**src/rtl/fetch_ctrl_if.sv**
```systemverilog
// Fetch-controller bundle: control inputs from hazard unit, fetch and M/W
// pipeline registers, plus the controller's address, status and counter outputs.
interface fetch_ctrl_if #(
    parameter int unsigned CNT_W = 32
);
    logic             start_i;
    logic [63:0]      f_predPC_i;
    logic [2:0]       f_stat_i;
    logic             f_stall_i;
    logic [3:0]       m_icode_i;
    logic             m_cnd_i;
    logic [63:0]      m_valA_i;
    logic [3:0]       w_icode_i;
    logic [63:0]      w_valM_i;
    logic [2:0]       w_stat_i;
    logic [63:0]      pc_o;
    logic             fetch_valid_o;
    logic [1:0]       state_o;
    logic [2:0]       cpu_stat_o;
    logic [CNT_W-1:0] cycle_cnt_o;
    logic [CNT_W-1:0] instr_cnt_o;

    // Controller side.
    modport slave (
        input  start_i, f_predPC_i, f_stat_i, f_stall_i, m_icode_i, m_cnd_i, m_valA_i,
               w_icode_i, w_valM_i, w_stat_i,
        output pc_o, fetch_valid_o, state_o, cpu_stat_o, cycle_cnt_o, instr_cnt_o
    );

    // Pipeline / environment side.
    modport master (
        output start_i, f_predPC_i, f_stat_i, f_stall_i, m_icode_i, m_cnd_i, m_valA_i,
               w_icode_i, w_valM_i, w_stat_i,
        input  pc_o, fetch_valid_o, state_o, cpu_stat_o, cycle_cnt_o, instr_cnt_o
    );
endinterface

```
**src/rtl/fetch_ctrl.sv**
```systemverilog
// Y86-64 fetch-stage sequencer: owns F_predPC, picks the fetch address,
// runs the IDLE/RUN/DRAIN/STOP machine and keeps saturating perf counters.
module fetch_ctrl #(
    parameter logic [63:0] RESET_PC = 64'h0,
    parameter int unsigned CNT_W    = 32
) (
    input  logic        clk_i,
    input  logic        rst_i,
    fetch_ctrl_if.slave ctrl_io
);
    localparam logic [2:0] SAOK = 3'd1;
    localparam logic [3:0] INOP = 4'd1;
    localparam logic [3:0] IJXX = 4'd7;
    localparam logic [3:0] IRET = 4'd9;

    localparam logic [CNT_W-1:0] CntMax = {CNT_W{1'b1}};

    typedef enum logic [1:0] {
        StIdle  = 2'd0,
        StRun   = 2'd1,
        StDrain = 2'd2,
        StStop  = 2'd3
    } state_e;

    state_e           state_q, state_d;
    logic [63:0]      pred_pc_q, pred_pc_d;
    logic [2:0]       cpu_stat_q, cpu_stat_d;
    logic [CNT_W-1:0] cycle_cnt_q, cycle_cnt_d;
    logic [CNT_W-1:0] instr_cnt_q, instr_cnt_d;

    logic        mispredict;
    logic        ret_done;
    logic        redirect;
    logic        active;
    logic [63:0] pc;

    // Fetch address select: mispredicted jXX beats ret, which beats prediction.
    always_comb begin
        mispredict = (ctrl_io.m_icode_i == IJXX) && !ctrl_io.m_cnd_i;
        ret_done   = (ctrl_io.w_icode_i == IRET);
        redirect   = mispredict | ret_done;
        if (mispredict) begin
            pc = ctrl_io.m_valA_i;
        end else if (ret_done) begin
            pc = ctrl_io.w_valM_i;
        end else begin
            pc = pred_pc_q;
        end
    end

    // Next-state: FSM, predicted-PC register, final status and counters.
    always_comb begin
        state_d     = state_q;
        cpu_stat_d  = cpu_stat_q;
        active      = (state_q == StRun) || (state_q == StDrain);
        // Stall always wins for F_predPC, even when a redirect is in flight.
        pred_pc_d   = (active && !ctrl_io.f_stall_i) ? ctrl_io.f_predPC_i : pred_pc_q;
        cycle_cnt_d = cycle_cnt_q;
        instr_cnt_d = instr_cnt_q;

        unique case (state_q)
            StIdle: begin
                if (ctrl_io.start_i) begin
                    state_d = StRun;
                end
            end
            StRun: begin
                if (ctrl_io.w_stat_i != SAOK) begin
                    state_d    = StStop;
                    cpu_stat_d = ctrl_io.w_stat_i;
                end else if (ctrl_io.f_stat_i != SAOK && !ctrl_io.f_stall_i) begin
                    state_d = StDrain;
                end
            end
            StDrain: begin
                if (ctrl_io.w_stat_i != SAOK) begin
                    state_d    = StStop;
                    cpu_stat_d = ctrl_io.w_stat_i;
                end else if (redirect) begin
                    // The halt/fault was on a squashed path; resume fetching.
                    state_d = StRun;
                end
            end
            StStop: begin
                state_d = StStop;
            end
            default: begin
                state_d = StIdle;
            end
        endcase

        if (active && cycle_cnt_q != CntMax) begin
            cycle_cnt_d = cycle_cnt_q + CNT_W'(1);
        end
        if (active && ctrl_io.w_stat_i == SAOK && ctrl_io.w_icode_i != INOP &&
            instr_cnt_q != CntMax) begin
            instr_cnt_d = instr_cnt_q + CNT_W'(1);
        end
    end

    // State registers with asynchronous active-high reset.
    always_ff @(posedge clk_i or posedge rst_i) begin
        if (rst_i) begin
            state_q     <= StIdle;
            pred_pc_q   <= RESET_PC;
            cpu_stat_q  <= SAOK;
            cycle_cnt_q <= '0;
            instr_cnt_q <= '0;
        end else begin
            state_q     <= state_d;
            pred_pc_q   <= pred_pc_d;
            cpu_stat_q  <= cpu_stat_d;
            cycle_cnt_q <= cycle_cnt_d;
            instr_cnt_q <= instr_cnt_d;
        end
    end

    assign ctrl_io.pc_o          = pc;
    assign ctrl_io.fetch_valid_o = (state_q == StRun);
    assign ctrl_io.state_o       = state_q;
    assign ctrl_io.cpu_stat_o    = cpu_stat_q;
    assign ctrl_io.cycle_cnt_o   = cycle_cnt_q;
    assign ctrl_io.instr_cnt_o   = instr_cnt_q;
endmodule
```
**src/flat_wrapper.sv**
```systemverilog
// flat-port wrapper written by rule: the top's interface ports become plain ports
module fetch_ctrl_flat 
#(
    parameter logic [63:0] RESET_PC = 64'h0,
    parameter int unsigned CNT_W    = 32
)
  (clk_i, rst_i, ctrl_io_start_i, ctrl_io_f_predPC_i, ctrl_io_f_stat_i, ctrl_io_f_stall_i, ctrl_io_m_icode_i, ctrl_io_m_cnd_i, ctrl_io_m_valA_i, ctrl_io_w_icode_i, ctrl_io_w_valM_i, ctrl_io_w_stat_i, ctrl_io_pc_o, ctrl_io_fetch_valid_o, ctrl_io_state_o, ctrl_io_cpu_stat_o, ctrl_io_cycle_cnt_o, ctrl_io_instr_cnt_o);
  fetch_ctrl_if #(.CNT_W(CNT_W)) ctrl_io_i ();
  input  logic clk_i;
  input  logic rst_i;
  input wire logic [$bits(ctrl_io_i.start_i)-1:0] ctrl_io_start_i;
  input wire logic [$bits(ctrl_io_i.f_predPC_i)-1:0] ctrl_io_f_predPC_i;
  input wire logic [$bits(ctrl_io_i.f_stat_i)-1:0] ctrl_io_f_stat_i;
  input wire logic [$bits(ctrl_io_i.f_stall_i)-1:0] ctrl_io_f_stall_i;
  input wire logic [$bits(ctrl_io_i.m_icode_i)-1:0] ctrl_io_m_icode_i;
  input wire logic [$bits(ctrl_io_i.m_cnd_i)-1:0] ctrl_io_m_cnd_i;
  input wire logic [$bits(ctrl_io_i.m_valA_i)-1:0] ctrl_io_m_valA_i;
  input wire logic [$bits(ctrl_io_i.w_icode_i)-1:0] ctrl_io_w_icode_i;
  input wire logic [$bits(ctrl_io_i.w_valM_i)-1:0] ctrl_io_w_valM_i;
  input wire logic [$bits(ctrl_io_i.w_stat_i)-1:0] ctrl_io_w_stat_i;
  output wire logic [$bits(ctrl_io_i.pc_o)-1:0] ctrl_io_pc_o;
  output wire logic [$bits(ctrl_io_i.fetch_valid_o)-1:0] ctrl_io_fetch_valid_o;
  output wire logic [$bits(ctrl_io_i.state_o)-1:0] ctrl_io_state_o;
  output wire logic [$bits(ctrl_io_i.cpu_stat_o)-1:0] ctrl_io_cpu_stat_o;
  output wire logic [$bits(ctrl_io_i.cycle_cnt_o)-1:0] ctrl_io_cycle_cnt_o;
  output wire logic [$bits(ctrl_io_i.instr_cnt_o)-1:0] ctrl_io_instr_cnt_o;
  assign ctrl_io_i.start_i = ctrl_io_start_i;
  assign ctrl_io_i.f_predPC_i = ctrl_io_f_predPC_i;
  assign ctrl_io_i.f_stat_i = ctrl_io_f_stat_i;
  assign ctrl_io_i.f_stall_i = ctrl_io_f_stall_i;
  assign ctrl_io_i.m_icode_i = ctrl_io_m_icode_i;
  assign ctrl_io_i.m_cnd_i = ctrl_io_m_cnd_i;
  assign ctrl_io_i.m_valA_i = ctrl_io_m_valA_i;
  assign ctrl_io_i.w_icode_i = ctrl_io_w_icode_i;
  assign ctrl_io_i.w_valM_i = ctrl_io_w_valM_i;
  assign ctrl_io_i.w_stat_i = ctrl_io_w_stat_i;
  assign ctrl_io_pc_o = ctrl_io_i.pc_o;
  assign ctrl_io_fetch_valid_o = ctrl_io_i.fetch_valid_o;
  assign ctrl_io_state_o = ctrl_io_i.state_o;
  assign ctrl_io_cpu_stat_o = ctrl_io_i.cpu_stat_o;
  assign ctrl_io_cycle_cnt_o = ctrl_io_i.cycle_cnt_o;
  assign ctrl_io_instr_cnt_o = ctrl_io_i.instr_cnt_o;
  fetch_ctrl #(.RESET_PC(RESET_PC), .CNT_W(CNT_W)) u_core (.clk_i(clk_i), .rst_i(rst_i), .ctrl_io(ctrl_io_i));
endmodule
```
**config.mk**
```make
export PLATFORM = sky130hd
export DESIGN_NAME = fetch_ctrl_flat
export DESIGN_NICKNAME = d
export VERILOG_FILES = /design/src/rtl/fetch_ctrl_if.sv /design/src/rtl/fetch_ctrl.sv /design/src/flat_wrapper.sv
export SDC_FILE = /design/constraint.sdc
export NUM_CORES = 1
export LEC_CHECK = 0
export CAP_MARGIN = 20
export CELL_PAD_IN_SITES_DETAIL_PLACEMENT = 1
export CELL_PAD_IN_SITES_GLOBAL_PLACEMENT = 1
export CORE_ASPECT_RATIO = 0.7
export CORE_MARGIN = 2
export CORE_UTILIZATION = 33
export CTS_CLUSTER_DIAMETER = 100
export CTS_CLUSTER_SIZE = 40
export DETAILED_ROUTE_END_ITERATION = 16
export GPL_ROUTABILITY_DRIVEN = 0
export PLACE_DENSITY_LB_ADDON = 0.1
export SYNTH_ARGS = -nofsm -noshare
export SYNTH_HDL_FRONTEND = slang
export SYNTH_SLANG_ARGS = --single-unit
```
**constraint.sdc**
```tcl
create_clock -name clk_i -period 8.85 [get_ports clk_i]
set_input_delay 1.77 -clock clk_i [delete_from_list [all_inputs] [get_ports clk_i]]
set_output_delay 1.77 -clock clk_i [all_outputs]
set_load 0.05 [all_outputs]
```
Word-level counts from Yosys, hierarchy flattened
Cells that the tools add are included.
{"block": "totals", "regBits": 133, "input_bits": 211, "out_inout_bits": 134, "wordCells": 44}
{"block": "op_classes", "addsub": 2, "eq_ne": 14, "mux": 8, "n_bitwise": 1, "n_reduce_logical": 14}
{"op": "two-way mux 64 bit", "n": 2}
{"op": "adder 32 x 1 -> 32 bit, second input constant", "n": 2}
{"op": "!= test 32 bit, second input constant", "n": 2}
{"op": "two-way mux 2 bit", "n": 5}
{"op": "!= test 3 x 1 -> 1 bit, second input constant", "n": 3}
{"op": "one-hot mux 2 bit (4 select lines)", "n": 1}
{"op": "logical AND 1 bit", "n": 7}
{"op": "== test 2 bit, second input constant", "n": 2}
{"op": "== test 4 x 3 -> 1 bit, second input constant", "n": 1}
{"op": "== test 4 bit, second input constant", "n": 1}
{"op": "!= test 4 x 1 -> 1 bit, second input constant", "n": 1}
{"op": "== test 3 x 1 -> 1 bit, second input constant", "n": 1}
{"op": "!= test 3 x 2 -> 1 bit, second input constant", "n": 1}
{"op": "AND reduction 3 bit", "n": 1}
{"op": "== test 2 x 1 -> 1 bit, second input constant", "n": 1}
{"op": "logical NOT 1 bit", "n": 2}
{"op": "logical NOT 2 bit", "n": 1}
{"op": "!= test 2 bit, second input constant", "n": 1}
{"op": "AND reduction 2 bit", "n": 1}
{"op": "OR reduction 2 bit", "n": 1}
{"op": "logical OR 1 bit", "n": 1}
{"op": "OR 1 bit", "n": 1}

Logic depth before layout (Yosys ltp)
Gate-level depths: netlist (run 1).
{"block": "logic_depth", "word_depth": 6, "mapped_depth": 8, "ltp_nobuf": 7}

Least setup slack after synthesis (run 1)
Ideal clock, no wire load.
{"block": "synth_path", "kind": "input-to-output", "start": "in ctrl_io_w_icode_i[1]", "end": "out ctrl_io_pc_o[10]", "arrival_ps": 3652, "t_required_ps": 7080, "slack_ps": 3428, "path_stages": 5, "path_buffers": 2, "path_cell_list": "nor4bb_1 clkbuf_1 buf_2 mux2i_1 a21oi_1"}
{"block": "synth_via", "elab_chain_len": 3}
{"item": "start: declaration", "line_no": "flat_wrapper.sv:18", "text": "input wire logic [$bits(ctrl_io_i.w_icode_i)-1:0] ctrl_io_w_icode_i;"}
{"item": "== test 4 bit", "line_no": "fetch_ctrl.sv:40", "text": "ret_done = (ctrl_io.w_icode_i == IRET);"}
{"item": "two-way mux 64 bit", "line_no": "fetch_ctrl.sv:44", "text": "end else if (ret_done) begin"}
{"item": "two-way mux 64 bit", "line_no": "fetch_ctrl.sv:42", "text": "if (mispredict) begin"}
{"item": "end: declaration", "line_no": "flat_wrapper.sv:21", "text": "output wire logic [$bits(ctrl_io_i.pc_o)-1:0] ctrl_io_pc_o;"}
No other way between the ends.

Worst setup path in the final report (run 1)
{"block": "layout_path", "start": "in ctrl_io_m_icode_i[2]", "end": "out ctrl_io_pc_o[52]"}
{"block": "layout_via", "elab_chain_len": 3}
{"item": "start: declaration", "line_no": "flat_wrapper.sv:15", "text": "input wire logic [$bits(ctrl_io_i.m_icode_i)-1:0] ctrl_io_m_icode_i;"}
{"item": "== test 4 x 3 -> 1 bit", "line_no": "fetch_ctrl.sv:39", "text": "mispredict = (ctrl_io.m_icode_i == IJXX) && !ctrl_io.m_cnd_i;"}
{"item": "logical AND 1 bit", "line_no": "fetch_ctrl.sv:39"}
{"item": "two-way mux 64 bit", "line_no": "fetch_ctrl.sv:42"}
No other way between the ends.

==> flow_results.xml, run 1 <==
<?xml version="1.0" encoding="UTF-8"?>
<metrics>
  <group name="status">
    <metric name="run_status" unit="">completed</metric>
  </group>
  <group name="global_route">
    <metric name="first_global_vias" unit="">6799</metric>
    <metric name="grt_first_pass_wirelength" unit="mm">40.4</metric>
    <metric name="grt_antenna_before_repair" unit="">7</metric>
    <metric name="grt_start_max_net_pins" unit="">83</metric>
    <metric name="groute.usage.overall" unit="%">22.9</metric>
    <metric name="remaining_global_route_overflow" unit="">0</metric>
  </group>
  <group name="cts">
    <metric name="cts-buffers-inserted" unit="">17</metric>
    <metric name="clock-root-buffer" unit="">sky130_fd_sc_hd__clkbuf_16</metric>
    <metric name="post-cts-setup-buffer-count" unit="">0</metric>
    <metric name="clk_pin_slew" unit="ps">60</metric>
    <metric name="clock_latency" unit="ps">430</metric>
    <metric name="clock_sinks" unit="">133</metric>
    <metric name="cts.htree.levels" unit="">4</metric>
    <metric name="tritoncts" unit="">yes</metric>
    <metric name="ctsResizeCount" unit="">0</metric>
    <metric name="holdBufCountCts" unit="">0</metric>
    <metric name="cts_max_path_buffers" unit="">2</metric>
  </group>
  <group name="setup_path">
    <metric name="worstPathArrival" unit="ps">4970</metric>
    <metric name="r2r-start" unit="">u_core.ctrl_io.state_o[1]</metric>
    <metric name="critical_path.slowest_cell" unit="">sky130_fd_sc_hd__clkdlybuf4s50_1</metric>
    <metric name="crit_path_max_fanout" unit="">79</metric>
    <metric name="worst-setup-path-type" unit="">primary input to output pin</metric>
    <metric name="ff2ff_path_depth" unit="">7</metric>
    <metric name="max_stage_delay" unit="ps">820</metric>
    <metric name="critical_path.reg2reg.endpoint" unit="">u_core.ctrl_io.cycle_cnt_o[20]</metric>
    <metric name="worstPathCellList" unit="">clkdlybuf4s50_1 &gt; nor4bb_1 &gt; nand2_4 &gt; buf_4 &gt; a21oi_1 &gt; clkdlybuf4s50_1</metric>
    <metric name="worst_path_dominant_cell_family" unit="">buffers and inverters</metric>
    <metric name="worst-path-buf-inv" unit="">3</metric>
    <metric name="crit_top_cell" unit="">sky130_fd_sc_hd__clkdlybuf4s50_1</metric>
    <metric name="endpoint_kind" unit="">output pin</metric>
    <metric name="start_kind" unit="">primary input</metric>
    <metric name="data_required_time_of_the_critical_path" unit="ps">7080</metric>
    <metric name="regToRegSetupSlack" unit="ps">6060</metric>
  </group>
  <group name="drt">
    <metric name="routed_wl" unit="mm">26.3</metric>
    <metric name="dr.pass1.iters" unit="">4</metric>
    <metric name="drc" unit="">0</metric>
    <metric name="num_vias" unit="">6599</metric>
    <metric name="detail-route-antenna-nets" unit="">0</metric>
    <metric name="routed_via_density" unit="">4.98</metric>
    <metric name="route.detailed.wl_per_inst" unit="um">19.8</metric>
    <metric name="detailed_router_s_first_iteration_violation_count" unit="">313</metric>
  </group>
  <group name="placement">
    <metric name="dpl_cell_area" unit="um^2">10900</metric>
    <metric name="dp.final_hpwl" unit="mm">19.6</metric>
    <metric name="port_buffers" unit="">344</metric>
  </group>
  <group name="hold_path">
    <metric name="worst_hold_path.num_cells" unit="">1</metric>
    <metric name="worst_hold_path_type" unit="">register to register</metric>
    <metric name="worst_hold_startpoint" unit="">u_core.ctrl_io.instr_cnt_o[23]</metric>
    <metric name="hold-path-endpoint" unit="">u_core.ctrl_io.instr_cnt_o[23]</metric>
  </group>
  <group name="yosys">
    <metric name="synth-xor-area-share" unit="%">7.22</metric>
    <metric name="mappedNetlistNets" unit="">908</metric>
    <metric name="ys_warn_count" unit="">0</metric>
    <metric name="fraction_of_the_mapped_netlist_area_in_compound_gates" unit="%">6.81</metric>
    <metric name="synth_adder_area_share" unit="%">1.05</metric>
    <metric name="post_synth_instance_area" unit="um^2">7160</metric>
    <metric name="synth.distinct_cells" unit="">47</metric>
    <metric name="async_flop_share" unit="%">100</metric>
    <metric name="synth_top_family_by_area" unit="">multiplexers</metric>
    <metric name="yosys_register_bits" unit="">133</metric>
    <metric name="synthCells" unit="">691</metric>
    <metric name="synth_sequential_area_ratio" unit="%">46.5</metric>
    <metric name="dominantRegCellSynth" unit="">sky130_fd_sc_hd__dfrtp_1</metric>
    <metric name="post_synth_mux_area_share" unit="%">19.5</metric>
    <metric name="synthSimpleGateAreaFrac" unit="%">16.3</metric>
    <metric name="edff_count_synth" unit="">0</metric>
    <metric name="syn_avg_cell_area" unit="um^2">10.4</metric>
  </group>
  <group name="pwr">
    <metric name="seq_power_share" unit="%">26.6</metric>
    <metric name="swShare" unit="%">42.2</metric>
    <metric name="ir_drop" unit="mV">0.219</metric>
    <metric name="share_comb_of_total_power" unit="%">50.7</metric>
    <metric name="power.leakage" unit="nW">4.70</metric>
    <metric name="cellInternalPower" unit="mW">2.02</metric>
    <metric name="reported_net_switching_power" unit="mW">1.47</metric>
    <metric name="pwr_density_cell" unit="nW/um^2">302</metric>
    <metric name="power.clock.fraction" unit="%">22.7</metric>
    <metric name="post-layout-total-power" unit="mW">3.49</metric>
  </group>
  <group name="final_layout">
    <metric name="layout.cell_area.non_filler" unit="um^2">11500</metric>
    <metric name="area_delta_synth_final" unit="%">61.3</metric>
    <metric name="nNetsFinal" unit="">1244</metric>
    <metric name="drive_above_1_share" unit="%">11.5</metric>
  </group>
  <group name="timing">
    <metric name="achievable_clock_frequency" unit="MHz">148</metric>
    <metric name="slew_headroom" unit="%">38.6</metric>
    <metric name="final_period_minus_worst_setup_slack" unit="ps">6740</metric>
    <metric name="worst_tran_pin_value" unit="ps">914</metric>
    <metric name="period_share" unit="%">76.1</metric>
    <metric name="hold_viol" unit="">0</metric>
    <metric name="setup-tns-final" unit="ps">0</metric>
    <metric name="final-setup-viol-count" unit="">0</metric>
    <metric name="rsz0062_at_grt" unit="">false</metric>
    <metric name="final.setup_skew" unit="ps">15.3</metric>
    <metric name="maxSlewViolCount" unit="">0</metric>
  </group>
  <group name="die">
    <metric name="top_level_ports" unit="">345</metric>
    <metric name="design.core.area" unit="um^2">21500</metric>
    <metric name="dieArea" unit="um^2">22900</metric>
    <metric name="die_y" unit="um">127</metric>
    <metric name="die_x" unit="um">180</metric>
    <metric name="floorplan.initialDensity" unit="%">33.3</metric>
    <metric name="std_cell_rows" unit="">45</metric>
  </group>
  <group name="flow_run">
    <metric name="drv.max_cap_violation_count" unit="">0</metric>
  </group>
</metrics>
layer usage:
layer  track usage, %  vias to the layer above  routed length (um)
met2             36.9                      182               12300
met3             5.76                       37                1260
met4             7.50                        6                 590
met1             30.3                     3234               12100
li1                 -                     3140                   -
met5                0                        -                  39
how the worst max path moves through the flow:
stage | start | end | slack [ps] | depth (start not counted)
floorplan | ctrl_io_w_icode_i[1] | ctrl_io_pc_o[10] | 3430 | 5
global placement | ctrl_io_m_icode_i[2] | ctrl_io_pc_o[30] | 2270 | 6
detailed placement | ctrl_io_m_icode_i[2] | ctrl_io_pc_o[52] | 2160 | 6
CTS | ctrl_io_m_icode_i[2] | ctrl_io_pc_o[52] | 2140 | 6
global route | ctrl_io_m_icode_i[2] | ctrl_io_pc_o[27] | 1940 | 6
finish | ctrl_io_m_icode_i[2] | ctrl_io_pc_o[52] | 2110 | 6
worst reg2reg max path, cell delays in order, from the launching register on:
cell and delay (ps):
sky130_fd_sc_hd__dfrtp_1 470, sky130_fd_sc_hd__inv_1 100, sky130_fd_sc_hd__ha_1 510, sky130_fd_sc_hd__inv_1 200
sky130_fd_sc_hd__nor3_1 660, sky130_fd_sc_hd__o41ai_4 310, sky130_fd_sc_hd__nor3_1 300, sky130_fd_sc_hd__xor2_1 160
cells in the final DEF (no fill, tap or decap), drive strengths merged, types with 2 or more instances in the layout:
cell	Yosys	layout
clkinv	0	4
or2	3	3
ha	6	6
buf	10	6
nor3b	2	2
a31oi	2	2
nand3	32	32
nor3	23	23
and3	7	7
xnor2	17	17
nor4	17	17
xor2	42	42
and4	3	3
dfrtp	132	132
mux2	67	67
clkbuf	23	17
a22o	2	2
a21oi	66	66
o21a	2	2
clkinvlp	0	3
nor2	93	93
nor4bb	2	2
nand4b	2	2
nand2	28	28
nand4	16	16
clkdlybuf4s50	0	344
diode	0	4
o31ai	2	2
inv	11	14
mux2i	64	64
bufinv	0	5
or4	3	3
stage by stage:
step                      setup slack, ps  hold slack, ps  instances  util [%]
final                                2110             493       1326      53.7
after global routing                 1940             514       1325      53.7
after CTS                            2140             491       1321      53.6
after detailed placement             2160             483       1289      50.6
after global placement               2270             477       1289      50.6
after floorplan                      3430             480        691         -
area by class of cell:
class / count / area [um^2]
Clock inverter: 15 / 226
Sequential cell: 133 / 3330
Inverter: 11 / 46.3
Clock buffer: 17 / 425
Tap cell: 282 / 353
Fill cell: 2359 / 9960
Timing Repair Buffer: 350 / 3490
Multi-Input combinational cell: 514 / 3670
Antenna cell: 4 / 10.0
power by group through the flow:
| stage | Clock [mW] | Combinational, mW | Sequential [mW] |
|---|---|---|---|
| 2_1_floorplan | 0 | 1.10 | 1.01 |
| 3_3_place_gp | 0 | 1.76 | 0.934 |
| 3_5_place_dp | 0 | 1.78 | 0.939 |
| 4_1_cts | 0.813 | 1.79 | 0.930 |
| 5_1_grt | 0.840 | 1.87 | 0.956 |
| 6_report | 0.794 | 1.77 | 0.929 |
state kept, by name, summed over array words and instances (netlist names):
| register | count |
|---|---|
| u_core.pred_pc_q | 64 |
| u_core.ctrl_io.cycle_cnt_o | 32 |
| u_core.ctrl_io.instr_cnt_o | 32 |
| u_core.ctrl_io.cpu_stat_o | 3 |
| u_core.ctrl_io.state_o | 2 |
synth_stat cells, types with 2 or more instances:
| library cell | number | area [um^2] |
|---|---|---|
| sky130_fd_sc_hd__nand4b_1 | 2 | 17.5 |
| sky130_fd_sc_hd__nor2_1 | 92 | 345 |
| sky130_fd_sc_hd__and3_1 | 7 | 43.8 |
| sky130_fd_sc_hd__nand3_1 | 32 | 160 |
| sky130_fd_sc_hd__inv_1 | 11 | 41.3 |
| sky130_fd_sc_hd__or4_1 | 3 | 22.5 |
| sky130_fd_sc_hd__a22o_1 | 2 | 17.5 |
| sky130_fd_sc_hd__nor3b_1 | 2 | 15.0 |
| sky130_fd_sc_hd__or2_2 | 3 | 18.8 |
| sky130_fd_sc_hd__nor4_1 | 15 | 93.8 |
| sky130_fd_sc_hd__nor4bb_1 | 2 | 20.0 |
| sky130_fd_sc_hd__mux2_2 | 67 | 754 |
| sky130_fd_sc_hd__a31oi_1 | 2 | 12.5 |
| sky130_fd_sc_hd__nor3_1 | 22 | 110 |
| sky130_fd_sc_hd__dfrtp_1 | 132 | 3300 |
| sky130_fd_sc_hd__ha_1 | 6 | 75.1 |
| sky130_fd_sc_hd__buf_2 | 8 | 40.0 |
| sky130_fd_sc_hd__clkbuf_1 | 23 | 86.3 |
| sky130_fd_sc_hd__and4_1 | 3 | 26.3 |
| sky130_fd_sc_hd__nand2_1 | 28 | 105 |
| sky130_fd_sc_hd__xnor2_1 | 17 | 149 |
| sky130_fd_sc_hd__a21oi_1 | 66 | 330 |
| sky130_fd_sc_hd__xor2_1 | 42 | 368 |
| sky130_fd_sc_hd__buf_6 | 2 | 22.5 |
| sky130_fd_sc_hd__mux2i_1 | 64 | 641 |
| sky130_fd_sc_hd__o21a_1 | 2 | 15.0 |
| sky130_fd_sc_hd__nand4_1 | 16 | 100 |
logic make-up after synthesis:
kind of cell             Yosys count
flip-flops                       133
adder cells (fa/ha/maj)            6
XOR/XNOR                          59
multiplexers                     131
buffers and inverters             44
AND/OR/NAND/NOR                  236
AO/OA/AOI/OAI                     82
No activity file was read; power rests on OpenSTA's default activity.
==> inputs of run 2 (changes only) <==
CORE_UTILIZATION = 30   (was 33)
clock period = 6.61 ns   (was 8.85 ns; I/O delays follow)
==> run 2 against run 1 <==
  * Worst setup slack lost 900 ps
  * Worst hold slack is essentially flat
  * Sequential power grew 33%
  * Clock power grew 22%
  * Clock-buffer cell count is the same
  * Routed wire length is essentially flat
  * Cell count grew 2.6%
  * Largest cell class unchanged
  * Highest routed layer is now met4
==> flow_results.xml, run 2 (synthesized netlist as in run 1, its figures left out) <==
<?xml version="1.0" encoding="UTF-8"?>
<metrics>
  <group name="status">
    <metric name="run_status" unit="">completed</metric>
  </group>
  <group name="pwr">
    <metric name="cellInternalPower" unit="mW">2.60</metric>
    <metric name="swShare" unit="%">43.4</metric>
    <metric name="seq_power_share" unit="%">27.0</metric>
    <metric name="reported_net_switching_power" unit="mW">1.99</metric>
    <metric name="power.leakage" unit="nW">4.68</metric>
    <metric name="share_comb_of_total_power" unit="%">51.9</metric>
    <metric name="post-layout-total-power" unit="mW">4.59</metric>
    <metric name="ir_drop" unit="mV">0.204</metric>
    <metric name="pwr_density_cell" unit="nW/um^2">397</metric>
    <metric name="power.clock.fraction" unit="%">21.1</metric>
  </group>
  <group name="final_layout">
    <metric name="register_area" unit="um^2">3330</metric>
    <metric name="stdcell_count" unit="">1360</metric>
    <metric name="nNetsFinal" unit="">1244</metric>
    <metric name="flip_flop_count_of_the_largest_register_after_layout" unit="">64</metric>
    <metric name="area_delta_synth_final" unit="%">61.5</metric>
    <metric name="filler_cell_count" unit="">2614</metric>
    <metric name="drive_above_1_share" unit="%">11.5</metric>
    <metric name="top_reg_by_flops" unit="">u_core.pred_pc_q</metric>
    <metric name="total_area_of_multi_input_combinational_cells" unit="um^2">3670</metric>
    <metric name="layout.cells.most_common_list" unit="">344 x sky130_fd_sc_hd__clkdlybuf4s50_1, 132 x sky130_fd_sc_hd__dfrtp_1, 91 x sky130_fd_sc_hd__nor2_1</metric>
    <metric name="commonest_non_fill_non_tap_cell_in_the_layout" unit="">sky130_fd_sc_hd__clkdlybuf4s50_1</metric>
  </group>
  <group name="timing">
    <metric name="slew_headroom" unit="%">33.0</metric>
    <metric name="final_period_minus_worst_setup_slack" unit="ps">5400</metric>
    <metric name="worst_tran_pin_value" unit="ps">1000</metric>
    <metric name="maxSlewViolCount" unit="">0</metric>
    <metric name="rsz0062_at_grt" unit="">false</metric>
    <metric name="final.setup_skew" unit="ps">10.3</metric>
    <metric name="final-setup-viol-count" unit="">0</metric>
    <metric name="setup-tns-final" unit="ps">0</metric>
    <metric name="achievable_clock_frequency" unit="MHz">185</metric>
    <metric name="period_share" unit="%">81.6</metric>
    <metric name="hold_viol" unit="">0</metric>
  </group>
  <group name="die">
    <metric name="design.core.area" unit="um^2">23500</metric>
    <metric name="floorplan.initialDensity" unit="%">30.4</metric>
    <metric name="top_level_ports" unit="">345</metric>
    <metric name="std_cell_rows" unit="">47</metric>
    <metric name="die_x" unit="um">189</metric>
    <metric name="dieArea" unit="um^2">25100</metric>
    <metric name="die_y" unit="um">133</metric>
  </group>
  <group name="setup_path">
    <metric name="regToRegSetupSlack" unit="ps">3400</metric>
    <metric name="crit_top_cell" unit="">sky130_fd_sc_hd__clkdlybuf4s50_1</metric>
    <metric name="data_required_time_of_the_critical_path" unit="ps">5290</metric>
    <metric name="worstPathCellList" unit="">clkdlybuf4s50_1 &gt; nor4bb_1 &gt; nand2_4 &gt; buf_4 &gt; buf_16 &gt; a21oi_1 &gt; clkdlybuf4s50_1</metric>
    <metric name="endpoint_kind" unit="">output pin</metric>
    <metric name="critical_path.slowest_cell" unit="">sky130_fd_sc_hd__clkdlybuf4s50_1</metric>
    <metric name="crit_path_max_fanout" unit="">104</metric>
    <metric name="timing.critical_path.depth" unit="">7</metric>
    <metric name="worst-path-buf-inv" unit="">4</metric>
    <metric name="start_kind" unit="">primary input</metric>
    <metric name="ff2ff_path_depth" unit="">6</metric>
    <metric name="worst-setup-path-type" unit="">primary input to output pin</metric>
    <metric name="worst_path_dominant_cell_family" unit="">buffers and inverters</metric>
    <metric name="max_stage_delay" unit="ps">840</metric>
    <metric name="worstPathArrival" unit="ps">4070</metric>
  </group>
  <group name="cts">
    <metric name="post-cts-setup-buffer-count" unit="">0</metric>
    <metric name="cts_max_path_buffers" unit="">2</metric>
    <metric name="clock-root-buffer" unit="">sky130_fd_sc_hd__clkbuf_16</metric>
    <metric name="cts-buffers-inserted" unit="">17</metric>
    <metric name="clock_sinks" unit="">133</metric>
    <metric name="holdBufCountCts" unit="">0</metric>
    <metric name="clock_latency" unit="ps">420</metric>
    <metric name="tritoncts" unit="">yes</metric>
    <metric name="ctsResizeCount" unit="">0</metric>
    <metric name="cts.htree.levels" unit="">4</metric>
    <metric name="clk_pin_slew" unit="ps">70</metric>
  </group>
  <group name="drt">
    <metric name="routed_via_density" unit="">4.87</metric>
    <metric name="dr.pass1.iters" unit="">4</metric>
    <metric name="num_vias" unit="">6617</metric>
    <metric name="detail-route-antenna-nets" unit="">0</metric>
    <metric name="detailed_router_s_first_iteration_violation_count" unit="">244</metric>
    <metric name="drc" unit="">0</metric>
    <metric name="route.detailed.wl_per_inst" unit="um">19.4</metric>
    <metric name="routed_wl" unit="mm">26.3</metric>
  </group>
  <group name="global_route">
    <metric name="grt_first_pass_wirelength" unit="mm">40.8</metric>
    <metric name="first_global_vias" unit="">6824</metric>
    <metric name="global_route.usage.met2" unit="%">33.7</metric>
    <metric name="groute.usage.overall" unit="%">21.0</metric>
    <metric name="grt_start_max_net_pins" unit="">129</metric>
    <metric name="grt_use_met3" unit="%">4.93</metric>
    <metric name="globalRoute.busiestLayer" unit="">met2</metric>
    <metric name="remaining_global_route_overflow" unit="">0</metric>
    <metric name="grtUsageMet1" unit="%">28.3</metric>
    <metric name="grt_antenna_before_repair" unit="">2</metric>
  </group>
  <group name="placement">
    <metric name="port_buffers" unit="">344</metric>
    <metric name="place_inst" unit="">1324</metric>
    <metric name="dp.final_hpwl" unit="mm">19.7</metric>
  </group>
  <group name="hold_path">
    <metric name="worst_hold_path.num_cells" unit="">1</metric>
    <metric name="worst_hold_path_type" unit="">register to register</metric>
  </group>
  <group name="flow_run">
    <metric name="drv.max_cap_violation_count" unit="">0</metric>
  </group>
</metrics>
==> run 2: layout make-up <==
cell class,instances,share of cell area (%)
antenna,2,0.0433
clock buffer,17,3.68
clock inverter,15,1.49
inverter,11,0.400
multi-input combinational,514,31.7
sequential,133,28.8
tap,318,3.44
timing repair buffer,350,30.4
==> run 2: path summary, 6_finish.rpt <==
path                                                start                        endpoint
max                                  ctrl_io_m_icode_i[2]                ctrl_io_pc_o[51]
min                        u_core.ctrl_io.instr_cnt_o[31]  u_core.ctrl_io.instr_cnt_o[31]
max reg2reg                     u_core.ctrl_io.state_o[0]             u_core.pred_pc_q[0]
min reg2reg                u_core.ctrl_io.instr_cnt_o[31]  u_core.ctrl_io.instr_cnt_o[31]
max in group asynchronous                           rst_i  u_core.ctrl_io.cycle_cnt_o[18]
min in group asynchronous                           rst_i   u_core.ctrl_io.instr_cnt_o[4]
==> run 2: through the flow <==
stage	cell area [um^2]	util, %	worst slack [ps]	hold slack, ps
global placement	10900	46.5	1170	478
finish	11600	49.2	1210	492
CTS	11500	49.0	1040	493
floorplan	7160	-	1740	480
global route	11600	49.2	1060	524
detailed placement	10900	46.5	1050	485
==> run 2: power by group through the flow <==
stage	combinational (mW)	sequential, mW	clock [mW]
final	2.38	1.24	0.967
after global routing	2.52	1.28	1.03
after CTS	2.41	1.24	1.00
after detailed placement	2.40	1.26	0
after global placement	2.38	1.25	0
after floorplan	1.47	1.35	0
==> run 2: layer usage <==
metal	vias up	wire length (um)	share of wire, %
li1	3143	-	-
met1	3268	12200	46
met2	181	12400	47
met3	25	1380	5.2
met4	0	413	1.6
met5	-	0	0
==> inputs of run 3 (changes only) <==
CORE_UTILIZATION = 27   (was 30)
clock period = 4.49 ns   (was 6.61 ns; I/O delays follow)
==> run 3 against run 2 <==
  * Worst hold slack worse by 4.2 ps
  * Non-clock buffer count up 8
  * Largest cell class is now buffers
  * Register-to-register slack worse by 1800 ps
  * Largest power group unchanged
  * Die area up 11%
  * Sequential share of layout area down 1.9 points
  * Cell area up 7.0%
  * Clock skew about the same
  * Clock-buffer cell count up 1
  * Flip-flop and latch count unchanged
  * Worst setup slack worse by 650 ps
==> flow_results.xml, run 3 (synthesized netlist as in run 1, its figures left out) <==
<?xml version="1.0" encoding="UTF-8"?>
<metrics>
  <group name="final_layout">
    <metric name="commonest_non_fill_non_tap_cell_in_the_layout" unit="">sky130_fd_sc_hd__clkdlybuf4s50_1</metric>
    <metric name="finalCoreUtilization" unit="%">47.8</metric>
    <metric name="stdcell_count" unit="">1407</metric>
    <metric name="top_reg_by_flops" unit="">u_core.pred_pc_q</metric>
    <metric name="layout.cells.most_common_list" unit="">280 x sky130_fd_sc_hd__clkdlybuf4s50_1, 132 x sky130_fd_sc_hd__dfrtp_1, 91 x sky130_fd_sc_hd__nor2_1</metric>
    <metric name="drive_above_1_share" unit="%">18.3</metric>
    <metric name="area_delta_synth_final" unit="%">72.8</metric>
    <metric name="flip_flop_count_of_the_largest_register_after_layout" unit="">64</metric>
    <metric name="nNetsFinal" unit="">1252</metric>
  </group>
  <group name="status">
    <metric name="run_status" unit="">completed</metric>
  </group>
  <group name="die">
    <metric name="top_level_ports" unit="">345</metric>
    <metric name="die_y" unit="um">140</metric>
    <metric name="dieArea" unit="um^2">27900</metric>
    <metric name="std_cell_rows" unit="">49</metric>
    <metric name="floorplan.initialDensity" unit="%">27.7</metric>
    <metric name="design.core.area" unit="um^2">25900</metric>
    <metric name="die_x" unit="um">199</metric>
  </group>
  <group name="global_route">
    <metric name="remaining_global_route_overflow" unit="">0</metric>
    <metric name="grtUsageMet1" unit="%">27.4</metric>
    <metric name="first_global_vias" unit="">6825</metric>
    <metric name="grt_first_pass_wirelength" unit="mm">43.0</metric>
    <metric name="grt_antenna_before_repair" unit="">4</metric>
    <metric name="globalRoute.busiestLayer" unit="">met2</metric>
    <metric name="grt_use_met3" unit="%">6.19</metric>
    <metric name="global_route.usage.met2" unit="%">32.3</metric>
    <metric name="grt_start_max_net_pins" unit="">96</metric>
    <metric name="groute.usage.overall" unit="%">20.2</metric>
  </group>
  <group name="timing">
    <metric name="rsz0062_at_grt" unit="">false</metric>
    <metric name="slew_headroom" unit="%">36.3</metric>
    <metric name="final_period_minus_worst_setup_slack" unit="ps">3930</metric>
    <metric name="final-setup-viol-count" unit="">0</metric>
    <metric name="period_share" unit="%">87.5</metric>
    <metric name="worst_tran_pin_value" unit="ps">949</metric>
    <metric name="final.setup_skew" unit="ps">10.7</metric>
    <metric name="achievable_clock_frequency" unit="MHz">254</metric>
    <metric name="setup-tns-final" unit="ps">0</metric>
    <metric name="maxSlewViolCount" unit="">0</metric>
    <metric name="hold_viol" unit="">0</metric>
  </group>
  <group name="drt">
    <metric name="drc" unit="">0</metric>
    <metric name="routed_wl" unit="mm">27.9</metric>
    <metric name="routed_via_density" unit="">4.66</metric>
    <metric name="detail-route-antenna-nets" unit="">0</metric>
    <metric name="detailed_router_s_first_iteration_violation_count" unit="">263</metric>
    <metric name="route.detailed.wl_per_inst" unit="um">19.8</metric>
    <metric name="num_vias" unit="">6560</metric>
    <metric name="dr.pass1.iters" unit="">4</metric>
  </group>
  <group name="cts">
    <metric name="cts_max_path_buffers" unit="">2</metric>
    <metric name="clock_sinks" unit="">133</metric>
    <metric name="cts.htree.levels" unit="">4</metric>
    <metric name="ctsResizeCount" unit="">0</metric>
    <metric name="clock-root-buffer" unit="">sky130_fd_sc_hd__clkbuf_16</metric>
    <metric name="cts-buffers-inserted" unit="">17</metric>
    <metric name="tritoncts" unit="">yes</metric>
    <metric name="post-cts-setup-buffer-count" unit="">0</metric>
    <metric name="clk_pin_slew" unit="ps">70</metric>
    <metric name="holdBufCountCts" unit="">0</metric>
    <metric name="clock_latency" unit="ps">420</metric>
  </group>
  <group name="setup_path">
    <metric name="worst-path-buf-inv" unit="">4</metric>
    <metric name="crit_path_max_fanout" unit="">36</metric>
    <metric name="max_stage_delay" unit="ps">480</metric>
    <metric name="worst_path_dominant_cell_family" unit="">buffers and inverters</metric>
    <metric name="crit_top_cell" unit="">sky130_fd_sc_hd__buf_12</metric>
    <metric name="worst-setup-path-type" unit="">primary input to output pin</metric>
    <metric name="data_required_time_of_the_critical_path" unit="ps">3590</metric>
    <metric name="worstPathCellList" unit="">clkdlybuf4s50_1 &gt; nor4bb_4 &gt; buf_12 &gt; buf_4 &gt; mux2i_1 &gt; a21oi_1 &gt; buf_12</metric>
    <metric name="endpoint_kind" unit="">output pin</metric>
    <metric name="start_kind" unit="">primary input</metric>
    <metric name="worstPathArrival" unit="ps">3030</metric>
    <metric name="critical_path.slowest_cell" unit="">sky130_fd_sc_hd__clkdlybuf4s50_1</metric>
    <metric name="regToRegSetupSlack" unit="ps">1630</metric>
  </group>
  <group name="placement">
    <metric name="port_buffers" unit="">344</metric>
    <metric name="place_inst" unit="">1372</metric>
    <metric name="dp.final_hpwl" unit="mm">21.2</metric>
  </group>
  <group name="pwr">
    <metric name="power.leakage" unit="nW">5.10</metric>
    <metric name="post-layout-total-power" unit="mW">7.62</metric>
    <metric name="pwr_density_cell" unit="nW/um^2">616</metric>
    <metric name="ir_drop" unit="mV">0.331</metric>
  </group>
  <group name="hold_path">
    <metric name="worst_hold_path_type" unit="">register to register</metric>
  </group>
  <group name="flow_run">
    <metric name="drv.max_cap_violation_count" unit="">0</metric>
  </group>
</metrics>
## run 3: cell types whose count changed in the layout (fill, tap and decap cells not counted), sizes merged
cell           delta
clkbuf            +1
inv               +2
bufinv            +1
clkdlybuf4s50    -64
clkinvlp          -1
clkinv            -3
buf              +72
## run 3: worst paths after layout
kind | start | to | depth (start not counted)
worst max-delay path | ctrl_io_w_icode_i[3] | ctrl_io_pc_o[43] | 7
worst min-delay path | u_core.ctrl_io.instr_cnt_o[23] | u_core.ctrl_io.instr_cnt_o[23] | 1
worst max register to register | u_core.ctrl_io.state_o[1] | u_core.pred_pc_q[17] | 6
worst min register to register | u_core.ctrl_io.instr_cnt_o[23] | u_core.ctrl_io.instr_cnt_o[23] | 1
max in group asynchronous | rst_i | u_core.pred_pc_q[62] | 3
min in group asynchronous | rst_i | u_core.pred_pc_q[39] | 2
## run 3: report_power, final
part | switching [mW] | internal (mW) | total [mW]
clock | 0.601 | 0.908 | 1.51
sequential | 0.265 | 1.58 | 1.84
combinational | 2.25 | 2.02 | 4.27
total | 3.12 | 4.50 | 7.62
## run 3: stage by stage
step	hold slack [ps]	setup WS, ps	instance area, um^2
floorplan	480	39.3	7160
detailed placement	492	493	11700
finish	488	559	12400
global placement	483	529	11700
global route	521	397	12400
CTS	502	488	12400
## run 3: layout make-up
class | count | area (um^2)
Fill cell | 2779 | 13500
Timing Repair Buffer | 358 | 4250
Multi-Input combinational cell | 514 | 3670
Sequential cell | 133 | 3330
Tap cell | 357 | 447
Clock buffer | 18 | 439
Clock inverter | 14 | 190
Inverter | 11 | 46.3
Antenna cell | 2 | 5.00
## run 3: layer usage
metal	vias to the layer above	part of all wire, %
met1	3196	46
met2	178	46
met3	20	7.2
li1	3160	-
met5	-	0.13
met4	6	0.71
